File: src/rtl/video_timing_pattern_gen.sv
// video_timing_pattern_gen
//   Raster timing generator with a built-in 30-bit RGB test pattern. It feeds
//   the line buffer controller, so the downstream block sees a frame stream
//   with known, repeatable content.
//
// Ports
//   clk            system clock, all logic on the rising edge
//   rst            asynchronous, active-high reset
//   i_en           run request (level); dropping it lets the current frame finish
//   i_pat_sel      pattern select: 0=index, 1=checker, 2=white, 3=black
//   o_busy         high while the generator is running or draining
//   o_frame_start  one-cycle pulse on the output cycle of (h=0, v=0)
//   o_vsync        active-high vertical sync
//   o_hsync        active-high horizontal sync
//   o_de           active-high data enable
//   o_r_data       red   (10 bits)
//   o_g_data       green (10 bits)
//   o_b_data       blue  (10 bits)
module video_timing_pattern_gen #(
  parameter int HSW      = 2,
  parameter int HBP      = 2,
  parameter int HACT     = 10,
  parameter int HFP      = 1,
  parameter int VSW      = 1,
  parameter int VBP      = 1,
  parameter int VACT     = 4,
  parameter int VFP      = 1,
  parameter int CHK_LOG2 = 1
) (
  input  logic       clk,
  input  logic       rst,
  input  logic       i_en,
  input  logic [1:0] i_pat_sel,
  output logic       o_busy,
  output logic       o_frame_start,
  output logic       o_vsync,
  output logic       o_hsync,
  output logic       o_de,
  output logic [9:0] o_r_data,
  output logic [9:0] o_g_data,
  output logic [9:0] o_b_data
);

  localparam int HTOT = HSW + HBP + HACT + HFP;
  localparam int VTOT = VSW + VBP + VACT + VFP;
  localparam int HW   = (HTOT > 1) ? $clog2(HTOT) : 1;
  localparam int VW   = (VTOT > 1) ? $clog2(VTOT) : 1;

  localparam logic [HW-1:0] H_LAST      = HW'(HTOT - 1);
  localparam logic [VW-1:0] V_LAST      = VW'(VTOT - 1);
  localparam logic [HW-1:0] H_SYNC_END  = HW'(HSW);
  localparam logic [VW-1:0] V_SYNC_END  = VW'(VSW);
  localparam logic [HW-1:0] H_ACT_START = HW'(HSW + HBP);
  localparam logic [HW-1:0] H_ACT_END   = HW'(HSW + HBP + HACT);
  localparam logic [VW-1:0] V_ACT_START = VW'(VSW + VBP);
  localparam logic [VW-1:0] V_ACT_END   = VW'(VSW + VBP + VACT);

  typedef enum logic [1:0] {IDLE, RUN, DRAIN} state_t;

  state_t        state, state_nxt;
  logic [HW-1:0] h_cnt;
  logic [VW-1:0] v_cnt;
  logic [9:0]    frame_cnt;
  logic [1:0]    pat_reg;

  logic          at_origin, at_end;
  logic          active_p0, frame_start_p0;
  logic          hsync_p0, vsync_p0, de_p0;
  logic [HW-1:0] x_p0;
  logic [VW-1:0] y_p0;
  logic [29:0]   pix_p0;

  // RGB for one active pixel; blanking is applied by the caller.
  function automatic logic [29:0] pattern_pixel(input logic [1:0]    pat,
                                                input logic [HW-1:0] x,
                                                input logic [VW-1:0] y,
                                                input logic [9:0]    fc);
    logic [29:0] px;
    case (pat)
      2'd0:    px = {10'(x), 10'(y), fc};
      2'd1:    px = (x[CHK_LOG2] ^ y[CHK_LOG2]) ? {30{1'b1}} : 30'd0;
      2'd2:    px = {30{1'b1}};
      default: px = 30'd0;
    endcase
    return px;
  endfunction

  assign at_origin = (h_cnt == '0) && (v_cnt == '0);
  assign at_end    = (h_cnt == H_LAST) && (v_cnt == V_LAST);

  // active_p0: the current (h,v) is emitted this cycle and the counters advance.
  // Dropping i_en exactly on the last pixel of a frame still emits that pixel
  // but stops at the boundary instead of entering DRAIN for a whole new frame.
  always_comb begin
    state_nxt = state;
    active_p0 = 1'b0;
    case (state)
      IDLE: begin
        if (i_en) state_nxt = RUN;
      end
      RUN: begin
        if (i_en) begin
          active_p0 = 1'b1;
        end else if (at_origin) begin
          state_nxt = IDLE;
        end else begin
          active_p0 = 1'b1;
          state_nxt = at_end ? IDLE : DRAIN;
        end
      end
      DRAIN: begin
        active_p0 = 1'b1;
        if (at_end) state_nxt = i_en ? RUN : IDLE;
      end
      default: state_nxt = IDLE;
    endcase
  end

  always_ff @(posedge clk or posedge rst) begin
    if (rst) state <= IDLE;
    else     state <= state_nxt;
  end

  always_ff @(posedge clk or posedge rst) begin
    if (rst) begin
      h_cnt     <= '0;
      v_cnt     <= '0;
      frame_cnt <= '0;
    end else if (active_p0) begin
      if (h_cnt == H_LAST) begin
        h_cnt <= '0;
        if (v_cnt == V_LAST) begin
          v_cnt     <= '0;
          frame_cnt <= frame_cnt + 10'd1;
        end else begin
          v_cnt <= v_cnt + 1'b1;
        end
      end else begin
        h_cnt <= h_cnt + 1'b1;
      end
    end else begin
      h_cnt <= '0;
      v_cnt <= '0;
    end
  end

  // Stage p0: timing decode and pattern from the live counters.
  assign frame_start_p0 = active_p0 && at_origin;
  assign hsync_p0       = h_cnt < H_SYNC_END;
  assign vsync_p0       = v_cnt < V_SYNC_END;
  assign de_p0          = (h_cnt >= H_ACT_START) && (h_cnt < H_ACT_END) &&
                          (v_cnt >= V_ACT_START) && (v_cnt < V_ACT_END);
  assign x_p0           = h_cnt - H_ACT_START;
  assign y_p0           = v_cnt - V_ACT_START;
  assign pix_p0         = pattern_pixel(pat_reg, x_p0, y_p0, frame_cnt);

  // The origin pixel is always blanking, so loading pat_reg on that same
  // cycle lets the whole visible frame use the newly captured pattern.
  always_ff @(posedge clk or posedge rst) begin
    if (rst)                 pat_reg <= 2'd0;
    else if (frame_start_p0) pat_reg <= i_pat_sel;
  end

  // Stage p1: registered outputs, all aligned one clock after the counters.
  always_ff @(posedge clk or posedge rst) begin
    if (rst) begin
      o_busy        <= 1'b0;
      o_frame_start <= 1'b0;
      o_hsync       <= 1'b0;
      o_vsync       <= 1'b0;
      o_de          <= 1'b0;
      o_r_data      <= '0;
      o_g_data      <= '0;
      o_b_data      <= '0;
    end else begin
      o_busy        <= (state != IDLE);
      o_frame_start <= frame_start_p0;
      o_hsync       <= active_p0 && hsync_p0;
      o_vsync       <= active_p0 && vsync_p0;
      o_de          <= active_p0 && de_p0;
      if (active_p0 && de_p0) begin
        {o_r_data, o_g_data, o_b_data} <= pix_p0;
      end else begin
        o_r_data <= '0;
        o_g_data <= '0;
        o_b_data <= '0;
      end
    end
  end

endmodule

File: config.mk
export PLATFORM = sky130hd
export DESIGN_NAME = video_timing_pattern_gen
export DESIGN_NICKNAME = d
export VERILOG_FILES = /design/src/rtl/video_timing_pattern_gen.sv
export SDC_FILE = /design/constraint.sdc
export NUM_CORES = 1
export LEC_CHECK = 0
export BUFFER_PORTS_ARGS = -buffer_cell sky130_fd_sc_hd__buf_2
export CELL_PAD_IN_SITES_DETAIL_PLACEMENT = 0
export CELL_PAD_IN_SITES_GLOBAL_PLACEMENT = 2
export CORE_MARGIN = 5
export CORE_UTILIZATION = 30
export CTS_BUF_LIST = sky130_fd_sc_hd__clkbuf_2
export DETAILED_ROUTE_END_ITERATION = 7
export PLACE_DENSITY_LB_ADDON = 0.25
export SLEW_MARGIN = 20
export SYNTH_ARGS = -nofsm -noshare
export SYNTH_HDL_FRONTEND = slang
export SYNTH_SLANG_ARGS = --single-unit
File: constraint.sdc
create_clock -name clk -period 2.32 [get_ports clk]
set_input_delay 0.348 -clock clk [delete_from_list [all_inputs] [get_ports clk]]
set_output_delay 0.348 -clock clk [all_outputs]
set_load 0.02 [all_outputs]
Word level (Yosys, flattened, before mapping)
Cells that the tools add are included.
Cells by class
  multiplexer cells: 20
  $add $sub $neg: 5
  eq/ne operators: 10
  bitwise logic cells: 1
  $lt $le $gt $ge: 6
  reductions and logical operators: 16
Operators with widths (number)
  $pmux 30 s3: 1
  $mux 10: 3
  $mux 30: 1
  $add 10x1->10 const B: 1
  $mux 2: 5
  $logic_and 1x1->1: 9
  $mux 3: 3
  $mux 4: 2
  $ne 2x2->1 const B: 3
  $pmux 2 s3: 1
  $reduce_and 3->1: 2
  $add 4x1->4 const B: 1
  $eq 2x1->1 const B: 2
  $eq 2x2->1 const B: 2
  $eq 4x4->1 const B: 1
  $ge 4x3->1 const B: 1
  $logic_not 2->1: 2
  $logic_not 4->1: 1
  $lt 4x2->1 const B: 1
  $lt 4x4->1 const B: 1
  $sub 4x3->4 const B: 1
  $add 3x1->3 const B: 1
  $eq 3x3->1 const B: 1
  $ge 3x2->1 const B: 1
  9 further kinds: 11
Word-level totals
  bits in registers: 56
  word-level logic and storage cells: 71
  output and inout port bits: 35
  input bits: 5

Depth between registers and ports, before layout
Gate-level depths: netlist of the first run.
  depth in word-level cells: 7
  mapped depth: 8
  gate-level depth less buffers: 6

Least setup slack after synthesis of the first run
OpenSTA, ideal clock, no wires.
  path kind: register to register
  start point: reg h_cnt[1]
  end point: reg pat_reg[0]
  library setup time: 125 ps
  arrival time: 1666 ps
  setup slack: 529 ps
  data required time: 2195 ps
  stages on the path, launching flop included: 8
  clock period less this slack: 1791 ps
  cells stage by stage: dfrtp_1 buf_2 inv_1 ha_1 and4bb_2 nand2_2 nor3b_4 mux2_2
On the way
  word-level cells in the longest chain between the ends: 6
RTL lines
  from (decl): RTL line 61  | logic [HW-1:0] h_cnt;
  from (signal assigned): RTL line 139  | h_cnt <= h_cnt + 1'b1;
  $logic_not 4->1 *: RTL line 88  | assign at_origin = (h_cnt == '0) && (v_cnt == '0);
  $logic_and 1x1->1 *: RTL line 88
  $mux 1: RTL line 104  | end else if (at_origin) begin
  $mux 1: RTL line 102  | if (i_en) begin
  $pmux 1 s2: RTL line 97  | case (state)
  $logic_and 1x1->1 *: RTL line 148  | assign frame_start_p0 = active_p0 && at_origin;
  net frame_start_p0: RTL line 67  | logic active_p0, frame_start_p0;
  to (signal assigned): RTL line 161  | else if (frame_start_p0) pat_reg <= i_pat_sel;
  to (decl): RTL line 64  | logic [1:0] pat_reg;
The timed path passes the listed nets; every way through them passes the cells marked *.
A chain may end at the register's enable or synchronous reset.

Final worst setup path of the first run
  start point: reg state[0]
  end point: reg o_b_data[3]
On the way
  word-level cells in the longest chain between the ends: 4
  elaborated cells on any way between the ends: 5
  classes of those cells: eq/ne (2); mux (2); reduce/logical (1)
RTL lines
  from (decl): RTL line 60  | state_t state, state_nxt;
  from (signal assigned): RTL line 121  | else state <= state_nxt;
  $eq 2x2->1 or $eq 2x1->1 (tied branches): RTL line 97
  $pmux 1 s2 *: RTL line 97
  $logic_and 1x1->1 *: RTL line 181  | if (active_p0 && de_p0) begin
  $mux 10 *: RTL line 181
  to (signal assigned): RTL line 182  | {o_r_data, o_g_data, o_b_data} <= pix_p0;
  to (decl): RTL line 41  | output logic [9:0] o_b_data
Mark *: on every way between the ends. The rest lies on a longest branch, timed or not.

==> summary by stage, run 1 <==
Critical path
The cell family contributing the most delay on the critical path is simple AND/OR/NAND/NOR gates. The type of element launching the critical path is a flip-flop. Walking the worst path, the cells encountered are inv_1 -> ha_1 -> o21ai_1 -> nor4b_2 -> nand3_1 -> a21oi_1. STA puts the critical path data arrival time at roughly 2.3 ns. Of all nets on the critical path, the largest fanout is 8.

The critical path is of the flip-flop to flip-flop type. In this design, the stage delay of the slowest critical-path cell is approximately 0.44 ns. The critical path required time is around 2.7 ns. For this design, the slowest cell found on the critical path is dfrtp_1.

The category of the worst setup path capture point is a flip-flop. Together, buffers and inverters on the worst path number 1.

Detailed routing
The iteration-0 DRC count of the detailed router is 45. The via count normalized by instance count is 4.50. In the final routed layout, each cell accounts on average for approximately 14 um. The number of detailed-routing iterations run before antenna repair is 4.

The met1 routed wirelength after detailed routing is around 2100 um. Detailed routing placed a total of 2400 um of wire on met2. After detailed routing, no signal wire sits above met4. After detailed routing, the total wire length is 4780 um. The routed layout has roughly 1,500 vias.

The post-route DRC violation count is 0. In this run the remaining antenna-violating nets after routing total 0. The met3 wirelength from detailed routing is 232 um.

Synth
The commonest register cell after synthesis is dfrtp_1. The post-synthesis sequential area ratio is approximately half. The Yosys step of the flow raised 0 warnings. The synthesized netlist contains 42 unique library cells. The gate count after technology mapping is just over 200. When the netlist entered floorplanning its net count stood at ~220. Of all flip-flops after synthesis, the portion carrying an async set or reset was between 90% and 100%. The post-synthesis instance area is around 0.0022 mm2. In this run, synthesis produced a sequential element count of 44. A synthesized cell averages between 10 and 15 um2. Yosys mapped a number of flops with a built-in enable equal to 0.

Global routing
For this run the aggregate overflow at the end of global routing stands at 0. The initial antenna violation count is 0. The total global-route track usage is between 10 and 15%. The maximum number of pins on one net before global-route repair is 17. The number of global-route vias before repair is between 1,500 and 2,000. The first-pass GRT wire length is roughly 8000 um.

Final layout
The library cells used most frequently in the layout, excluding fill and tap cells, are 44 x dfrtp_1, 39 x buf_2, 25 x nor2_1. The multi-input combinational cells in the finished layout cover a total of between 800 and 900 um2. In the final layout, the registers with the most flip-flops are frame_cnt (10), o_b_data (10). The most common cell after layout, fill and taps aside is dfrtp_1.

Relative to the synthesized area, the layout overhead comes to 13.4%. The repair_antennas step left the layout with diodes totalling 0. The share of the core filled with cells is 34.5%. The layout has 771 filler cells. The count of nets after finishing is ~260. Of the cells placed in the final design, the portion with a size suffix greater than 1 is a little over a quarter. The sequential standard cell area is roughly 0.0011 mm2. The cell area after layout is between 0.002 and 0.0025 mm2. The post-layout instance count excluding filler cells is 340.

STA
Setup repair after global routing left no endpoint under its margin. The clock skew after layout is 0.0186 ns. The final setup violation count is 0. The worst path needs a little under 2 ns of the cycle, external delays included. The final max-slew violation count came to 0. The final critical-path share of the clock period is a little over four fifths.

The measured slew at the worst slew-check pin is slightly below 0.6 ns. Based on the critical path, the design can be clocked at up to 515 MHz. The final-layout setup total negative slack is 0 ns.

The hold violation total from the final report is 0. The relative max-transition margin is 60.6%.

Floorplanning
The core outline area is just over 0.007 mm2. In this run the core area contains 31 standard-cell rows. The number of top-level design ports is 40. For this configuration, the core starts out at a cell density of between 30 and 40%. The overall die area is 0.00905 mm2. From left edge to right edge, the die measures between 90 and 100 um. The overall die height is about 95 um.

Outcome
The flow ran to the end, and the final reports show no timing, DRC or antenna violations.

Pwr
For this design the ratio of total power to cell area is 465 mW/mm2. The static leakage is about 1.3 nW. The part of the total power dissipated in the clock network is 28.7%. The power share of the combinational group is around 3.6%. Net switching is between 20% and 30% of the power. Registers are responsible for between 60% and 70% of the overall power.

The total power consumption of the routed design is roughly 1.1 mW. The internal power of the cells totals 0.859 mW. Summed over all nets, the switching power comes to approximately 0.29 mW.

The worst-case IR drop observed on VDD is ~0.12 mV.

Placement
In this run the tool buffered the top-level ports with 39 buffer cells. The total placed cells including tap cells is about 330. At the end of routability-driven placement, the weighted congestion stood at slightly below 0.7.

Detailed placement finished with a half-perimeter wire length of about 3500 um. The instance area at placement is ~0.0024 mm2.

Clocking
The clock latency reported for the late side of the worst-skew pair is 0.41 ns. The total clock sinks is 44. The number of clock buffers inserted by TritonCTS is 5. The longest clock path from root to sink contains 2 buffers. The TritonCTS clock tree is done. The clock-pin slew on the worst setup and hold paths is around 0.23 ns. Post-CTS timing repair inserted 0 buffers for setup. The cell sitting at the root of the clock tree is a clkbuf_2. The depth of the CTS H-tree is 2. Post-CTS repair changed the size of 0 cells. The number of hold-repair buffers added at the cts stage is 1.

Job
The number of maximum-capacitance violations is 0.

Worst hold path
The path class of the tightest hold or removal check is primary input to flip-flop.
[final timing paths]
kind | from | endpoint | slack (ns) | cells after the start
worst max-delay path | state[0]$_DFFE_PP0P_ | o_b_data[3]$_DFF_PP0_ | 0.38 | 6
worst min-delay path | i_pat_sel[0] | pat_reg[0]$_DFFE_PP0P_ | 0.17 | 2
worst max register to register | state[0]$_DFFE_PP0P_ | o_b_data[3]$_DFF_PP0_ | 0.38 | 6
worst min register to register | frame_cnt[9]$_DFFE_PP0P_ | frame_cnt[9]$_DFFE_PP0P_ | 0.49 | 1
max in group asynchronous | rst | o_g_data[8]$_DFF_PP0_ | 1.30 | 4
min in group asynchronous | rst | o_busy$_DFF_PP0_ | 0.43 | 3
[metrics by stage]
| stage | setup slack (ns) | hold WS (ns) |
|---|---|---|
| floorplan | 0.529 | 0.446 |
| global placement | 0.435 | 0.363 |
| detailed placement | 0.423 | 0.373 |
| CTS | 0.335 | 0.127 |
| global route | 0.119 | 0.131 |
| finish | 0.379 | 0.172 |
[cell usage after synthesis, types with 4 or more instances]
master / n / area share, %
nand4_1: 5 / 1.4
and3_1: 7 / 2.0
ha_1: 12 / 6.9
dfrtp_1: 44 / 51
xnor2_1: 8 / 3.2
inv_1: 12 / 2.1
a21oi_1: 14 / 3.2
buf_4: 12 / 4.1
nand3_1: 8 / 1.8
o21ai_0: 7 / 1.6
nor3_1: 5 / 1.2
nor2_1: 25 / 4.3
mux2_2: 4 / 2.1
[cell type report]
class	instances	share of cell area, %
clock buffers	6	1.22
clock inverters	2	0.457
inverters	12	1.83
multi-input cells	130	36.3
flip-flops and latches	44	44.7
well taps	99	5.03
repair buffers	47	10.5
[power by group through the flow]
stage          Clock, mW  Combinational, mW  Sequential (mW)
2_1_floorplan          0             0.0300            0.784
3_3_place_gp           0             0.0435            0.789
3_5_place_dp           0             0.0427            0.788
4_1_cts            0.364             0.0442            0.776
5_1_grt            0.383             0.0491            0.777
6_report           0.329             0.0416            0.775
[logic make-up (layout without fill, tap and decap cells)]
group           after synthesis  count (layout)  share of synthesized area (%)
simple gates                 67              67                           17.3
flops                        44              44                           50.7
buf+inv                      32              67                           8.12
xor+xnor                     11              11                           4.43
compound gates               34              34                           9.56
mux                           6               6                           2.99
fa+ha+maj                    12              12                           6.91
[layer usage]
layer,track usage (%),vias up
li1,-,755
met1,14.2,742
met2,20.0,29
met3,2.92,4
met4,3.61,0
met5,0,-
No activity file was read; power rests on OpenSTA's default activity.
==> run 2: changes to the inputs <==
- clock period: 2.32 -> 1.9 ns (I/O delays scaled with it)
==> run 2 against run 1 <==
  * Fmax increased by 6.5%
  * Combinational power increased by 13%
  * Global-route usage down 0.57 points
  * Sequential cell count stayed put
  * Count of clock-buffer cells in the layout is 1 lower
  * Critical path depth unchanged
  * Hold slack got worse by 0.087 ns
  * Core utilization is 2.2 points higher
  * Largest cell class unchanged
  * Highest routed layer unchanged
==> summary by stage, run 2 (synthesis gave the netlist of run 1 again) <==
Outcome
The flow ran to the end, and the final reports show no timing, DRC or antenna violations.

Floorplanning
The core outline area is 0.00714 mm2 (unchanged). The overall die area came to 0.00905 mm2 (unchanged). The number of top-level design ports is 40 (unchanged). The overall die height is 95.1 um (unchanged).

The horizontal die dimension is 95.1 um (unchanged). The starting density of the core is 30.5% (unchanged). The number of rows in the core area is 31 (unchanged).

STA
The hold violation total from the final report came to 0 (unchanged). The final max-slew violation count is 0 (unchanged). The final setup violation count is 0 (unchanged).

The clock skew after layout is 0.0232 ns (+0.00460 ns). The clock period minus final worst setup slack is 1.82 ns (-0.119 ns). The highest clock rate is 549 MHz (+6.5%). The final critical-path share of the clock period is 95.9% (+12 points). Setup repair after global routing could not meet its margin everywhere. The final hold slack is 0.0853 ns (-0.0869 ns). The post-layout worst setup margin is 0.0785 ns (-0.301 ns).

The relative max-transition margin was 63.1% (+2.4 points). The measured slew at the worst slew-check pin was 0.554 ns (-0.0330 ns).

Pwr
The static leakage came to 1.34 nW (+5.0%). The maximum vdd drop is 0.231 mV (+93%). The switching share of power is 23.8% (-1.2 points). The design internal power is 1.18 mW (+38%). The total power consumption of the routed design was 1.55 mW (+36%). The power share of the combinational group is 3.0% (-0.6 points).

The total power divided by cell area is 593 mW/mm2 (+28%). The sequential share of power is 61.0% (-6.7 points). The part of the total power dissipated in the clock network is 36.0% (+7.3 points). The power spent charging and discharging nets is 0.370 mW (+29%).

Final layout
The count of filler cells inserted in the layout is 764 (-0.91%). The library cell used most frequently in the layout, excluding fill and tap cells, is dfrtp_1. The number of inserted diodes is 0 (unchanged).

Relative to the synthesized area, the layout overhead comes to 20.5%. The largest registers in the layout are frame_cnt (10), o_b_data (10). The share of the core filled with cells was 36.7% (+2.2 points). The library cells used most frequently in the layout, excluding fill and tap cells, are 42 x dfrtp_1, 39 x buf_2, 25 x nor2_1.

The fraction of final layout cells with drive strength greater than 1 is 33.9% (+7.3 points). The count of nets after finishing is 267 (+3.9%). The post-layout instance count excluding filler cells came to 350 (+2.9%).

The area occupied by multi-input gates is 942 um2 (+5.2%). The sequential standard cell area came to 0.00110 mm2 (+0.23%).

Detailed routing
The iteration-0 DRC count of the detailed router is 44 (-2.2%). The total via count after detailed routing is 1,562 (+2.1%). The wire length per cell is 13.5 um (-4.1%). The number of detailed-routing iterations run before antenna repair was 4 (unchanged). The total wire length is 4720 um (-1.3%). The number of antenna-violating nets in the routed design is 0 (unchanged). The via count normalized by instance count is 4.46 (-0.83%). The post-route DRC violation count is 0 (unchanged).

Critical path
The critical path required time is 2.24 ns (-0.41 ns). STA classifies the critical path endpoint as a flip-flop. The data arrival time at the worst-slack endpoint is 2.16 ns (-0.11 ns).

The kind of critical path is flip-flop to flip-flop. The type of element launching the critical path is a flip-flop. The cell with the biggest individual delay on the critical path is dfrtp_2. The critical path goes through inv_2 -> ha_4 -> and4bb_2 -> nand2_2 -> nor3b_4 -> mux2_2. The number of buffers and inverters on the critical path is 1 (unchanged). The delay of the slowest cell on the worst path is 0.49 ns (+0.05 ns). The cell class contributing the biggest share of worst-path delay is simple AND/OR/NAND/NOR gates.

The largest fanout on the critical path came to 5 (-3).

Placement
The total placed cells including tap cells is 338 (+2.1%). The final weighted congestion of routability-driven global placement is 0.754 (+11%). The number of input and output port buffers inserted came to 39 (unchanged). The worst slack at placement was 0.0285 ns (-0.394 ns). The half-perimeter wire length after placement is 3430 um (-2.3%).

Global routing
The number of global-route vias before repair is 1,494 (-2.6%). The initial antenna violation count is 0 (unchanged). The total global-route track usage is 11.1% (-0.57 points). The first-pass GRT wire length is 7630 um (-4.2%).

The maximum number of pins on one net before global-route repair is 45 (+28). The remaining global-route overflow is 0 (unchanged).

Clocking
The clock latency reported for the late side of the worst-skew pair is 0.43 ns (+0.02 ns). The number of clock buffers inserted by TritonCTS is 5 (unchanged). TritonCTS built the clock tree. The depth of the CTS H-tree is 2 (unchanged). The clock-pin slew on the worst setup and hold paths is 0.23 ns (about the same). The root buffer cell is clkbuf_2. The total clock sinks is 44 (unchanged).

The worst-case clock buffer depth is 2 (unchanged).

Job
The number of maximum-capacitance violations was 0 (unchanged).

Worst hold path
The min-delay analysis places its worst path in the category primary input to flip-flop.
==> run 2: layout make-up <==
type	count	area share, %
clock buffer	5	0.956
clock inverter	3	1.77
inverter	12	1.72
multi-input combinational	130	36.0
sequential	44	42.1
tap	99	4.73
timing repair buffer	57	12.7
==> run 2: final timing paths <==
path / from / cells after the start / to / slack [ns]
max: h_cnt[2]$_DFF_PP0_ / 6 / pat_reg[1]$_DFFE_PP0P_ / 0.08
min: i_pat_sel[0] / 2 / pat_reg[0]$_DFFE_PP0P_ / 0.09
max reg2reg: h_cnt[2]$_DFF_PP0_ / 6 / pat_reg[1]$_DFFE_PP0P_ / 0.08
min reg2reg: frame_cnt[9]$_DFFE_PP0P_ / 1 / frame_cnt[9]$_DFFE_PP0P_ / 0.50
max in group asynchronous: rst / 4 / v_cnt[2]$_DFFE_PP0P_ / 0.99
min in group asynchronous: rst / 4 / o_b_data[4]$_DFF_PP0_ / 0.49
==> run 2: repair_timing <==
action / in CTS / in global routing
hold buffers: 1 / 0
buffers inserted: 0 / 3
hold endpoints to repair: 44 / 0
resized for setup: 0 / 12
endpoints found under the setup margin: 0 / 18
==> run 2: per-stage QoR <==
stage	setup TNS [ns]	area, um2
2_1_floorplan	0	2170
3_3_place_gp	0	2470
3_5_place_dp	0	2470
4_1_cts	0	2550
5_1_grt	-0.134	2620
6_report	0	2620
==> run 2: power groups by stage <==
stage	combinational, mW	clock (mW)	sequential (mW)
2_1_floorplan	0.0366	0	0.957
6_report	0.0471	0.559	0.947
5_1_grt	0.0560	0.634	0.949
4_1_cts	0.0496	0.588	0.947
3_3_place_gp	0.0487	0	0.962
3_5_place_dp	0.0477	0	0.962
==> run 2: per-layer routing <==
metal	GRT usage [%]	routed length, um	up-vias	share of wire, %
met5	0	0	-	0
met3	2.76	215	6	4.6
met2	17.9	2270	26	48
met1	14.4	2170	752	46
li1	-	-	778	-
met4	3.61	62	0	1.3
==> run 3: changes to the inputs <==
- PLACE_DENSITY: not set -> 0.67
- PLACE_DENSITY_LB_ADDON: 0.25 -> not set
==> run 3 against run 2 <==
  * Core utilization down 0.21 points
  * Total power down 11%
  * Global-route usage about the same
  * Sequential cell count unchanged
  * Fmax down 1.4%
  * Count of clock-buffer cells in the layout up 1
  * First-iteration DRC count down 30%
  * Critical path depth unchanged
  * Hold slack better by 0.044 ns
  * Clock power down 31%
  * Final cell count unchanged
  * Combinational power up 2%
  * Largest power group unchanged
  * Highest routed layer unchanged
==> summary by stage, run 3 (synthesis gave the netlist of run 1 again) <==
Outcome
The flow ran to the end, and the final reports show no timing, DRC or antenna violations.

Job
The number of maximum-capacitance violations is 0 (unchanged).

Pwr
The sequential share of power was 68.5% (+7.5 points). The static leakage is 1.35 nW (+1.2%). The switching share of power came to 24.4% (+0.59 points). The total power divided by cell area was 530 mW/mm2 (-11%). The part of the total power dissipated in the clock network is 28.0% (-8.0 points). The design internal power was 1.04 mW (-12%).

The total power consumption of the routed design came to 1.38 mW (-11%). The maximum vdd drop was 0.189 mV (-18%). The power share of the combinational group came to 3.5% (+0.5 points).

The power spent charging and discharging nets is 0.337 mW (-8.9%).

Detailed routing
The wire length per cell is 13.4 um (-0.59%). The via count normalized by instance count was 4.43 (-0.83%). The total via count after detailed routing is 1,549 (-0.83%). The number of detailed-routing iterations run before antenna repair was 4 (unchanged). The post-route DRC violation count came to 0 (unchanged). The total wire length is 4690 um (-0.59%).

The iteration-0 DRC count of the detailed router came to 31 (-30%). The number of antenna-violating nets in the routed design was 0 (unchanged).

STA
The final critical-path share of the clock period is 97.3% (+1.4 points). The clock skew after layout is 0.0204 ns (-0.00281 ns). The final setup violation count is 0 (unchanged).

The relative max-transition margin is 62.6% (-0.48 points). The final max-slew violation count is 0 (unchanged). The clock period minus final worst setup slack came to 1.85 ns (+0.0265 ns).

The highest clock rate is 541 MHz (-1.4%). The measured slew at the worst slew-check pin is 0.561 ns (+0.00713 ns). The post-layout worst setup margin is 0.0520 ns (-0.0265 ns). The hold violation total from the final report was 0 (unchanged).

The final-layout setup total negative slack came to 0 ns (unchanged).

Clocking
The depth of the CTS H-tree came to 2 (unchanged). The number of clock buffers inserted by TritonCTS is 5 (unchanged). The total clock sinks was 44 (unchanged). The worst-case clock buffer depth is 2 (unchanged). The TritonCTS clock tree is done. The clock-pin slew on the worst setup and hold paths is 0.23 ns (about the same). The root buffer cell is clkbuf_2. The clock latency reported for the late side of the worst-skew pair was 0.40 ns (-0.03 ns).

Critical path
The worst setup path is of the flip-flop to flip-flop kind. The data arrival time at the worst-slack endpoint is 2.16 ns (about the same). In this run the worst setup path begins at h_cnt[3]$_DFF_PP0_. The largest fanout on the critical path is 5 (unchanged).

The worst setup path is launched from a flip-flop. The critical path required time is 2.21 ns (-0.03 ns). The worst register-to-register path begins at h_cnt[3]$_DFF_PP0_. The category of the worst setup path capture point is a flip-flop. The setup slack of the worst register-to-register path is 0.05 ns (-0.03 ns).

Floorplanning
The horizontal die dimension was 95.1 um (unchanged). The starting density of the core is 30.5% (unchanged). The overall die height is 95.1 um (unchanged). The overall die area is 0.00905 mm2 (unchanged).

The core outline area is 0.00714 mm2 (unchanged). The number of rows in the core area is 31 (unchanged). The number of top-level design ports is 40 (unchanged).

Global routing
The number of global-route vias before repair was 1,470 (-1.6%). The initial antenna violation count is 0 (unchanged). The first-pass GRT wire length is 7640 um (about the same).

The remaining global-route overflow is 0 (unchanged). The total global-route track usage is 11.1% (+0.037 points). The maximum number of pins on one net before global-route repair is 45 (unchanged).

Placement
The worst slack at placement is 0.0300 ns (+0.00158 ns). The half-perimeter wire length after placement was 3330 um (-2.9%). The number of input and output port buffers inserted is 39 (unchanged). The total placed cells including tap cells came to 335 (-0.89%). The final weighted congestion of routability-driven global placement is 0.726 (-3.6%).

Final layout
The number of inserted diodes was 0 (unchanged). The share of the core filled with cells is 36.5% (-0.21 points). The post-layout instance count excluding filler cells is 350 (unchanged). The library cell used most frequently in the layout, excluding fill and tap cells, is dfrtp_1. The largest registers in the layout are frame_cnt (10), o_b_data (10).

The area occupied by multi-input gates is 953 um2 (+1.2%). The count of nets after finishing is 268 (+0.37%). Leaving out fill and tap cells, the most frequent cells in the layout are 43 x dfrtp_1, 39 x buf_2, 25 x nor2_1.

The count of filler cells inserted in the layout came to 754 (-1.3%). The fraction of final layout cells with drive strength greater than 1 is 33.9% (unchanged). The sequential standard cell area was 0.00110 mm2 (-0.11%). The area growth from synthesis to layout is 19.8%.

Worst hold path
The tightest min-delay check is of the primary input to flip-flop type. The startpoint of the tightest hold check path is i_pat_sel[1].
-- run 3: path summary, 6_finish.rpt --
| path | endpoint | cells after the start |
|---|---|---|
| hold reg to reg | frame_cnt[9]$_DFFE_PP0P_ | 1 |
| setup / recovery | pat_reg[0]$_DFFE_PP0P_ | 6 |
| hold / removal | pat_reg[1]$_DFFE_PP0P_ | 2 |
| max in group asynchronous | frame_cnt[2]$_DFFE_PP0P_ | 4 |
| setup reg to reg | pat_reg[0]$_DFFE_PP0P_ | 6 |
| min in group asynchronous | o_busy$_DFF_PP0_ | 4 |
-- run 3: power groups by stage --
stage               clock (mW)  sequential, mW  combinational (mW)
floorplan                    0           0.957              0.0366
global placement             0           0.963              0.0495
detailed placement           0           0.963              0.0487
CTS                      0.414           0.947              0.0506
global route             0.458           0.949              0.0585
finish                   0.387           0.946              0.0480
-- run 3: metrics by stage --
step	instance area (um2)	hold WS, ns
after detailed placement	2440	0.465
after floorplan	2170	0.437
after global placement	2440	0.460
after global routing	2600	0.0809
final	2600	0.129
after CTS	2500	0.103
-- run 3: what timing repair did --
item | CTS | global route
gates cloned | 0 | 0
setup endpoints to repair | 3 | 32
pin swaps | 0 | 4
gates resized for setup | 1 | 13
setup buffers | 1 | 6
endpoints found under the hold margin | 44 | 0
hold buffers | 1 | 0
-- run 3: layer usage --
metal | vias to the layer above | track usage [%] | part of all wire, %
li1 | 774 | - | -
met1 | 743 | 14.8 | 47
met2 | 26 | 17.6 | 49
met3 | 6 | 2.68 | 3.6
met4 | 0 | 3.61 | 1.3
met5 | - | 0 | 0
-- run 3: layout make-up --
| class | count | area share [%] |
|---|---|---|
| Inverter | 12 | 1.73 |
| Clock inverter | 1 | 0.192 |
| Tap cell | 99 | 4.76 |
| Timing Repair Buffer | 58 | 13.2 |
| Multi-Input combinational cell | 130 | 36.6 |
| Clock buffer | 6 | 1.15 |
| Sequential cell | 44 | 42.3 |
-- run 3: worst max-delay path, stage by stage (launching register included) --
cell	delay, ns
dfrtp_2	0.49
inv_2	0.07
ha_2	0.19
and4bb_2	0.30
nand2_2	0.10
nor3b_4	0.25
mux2_2	0.35
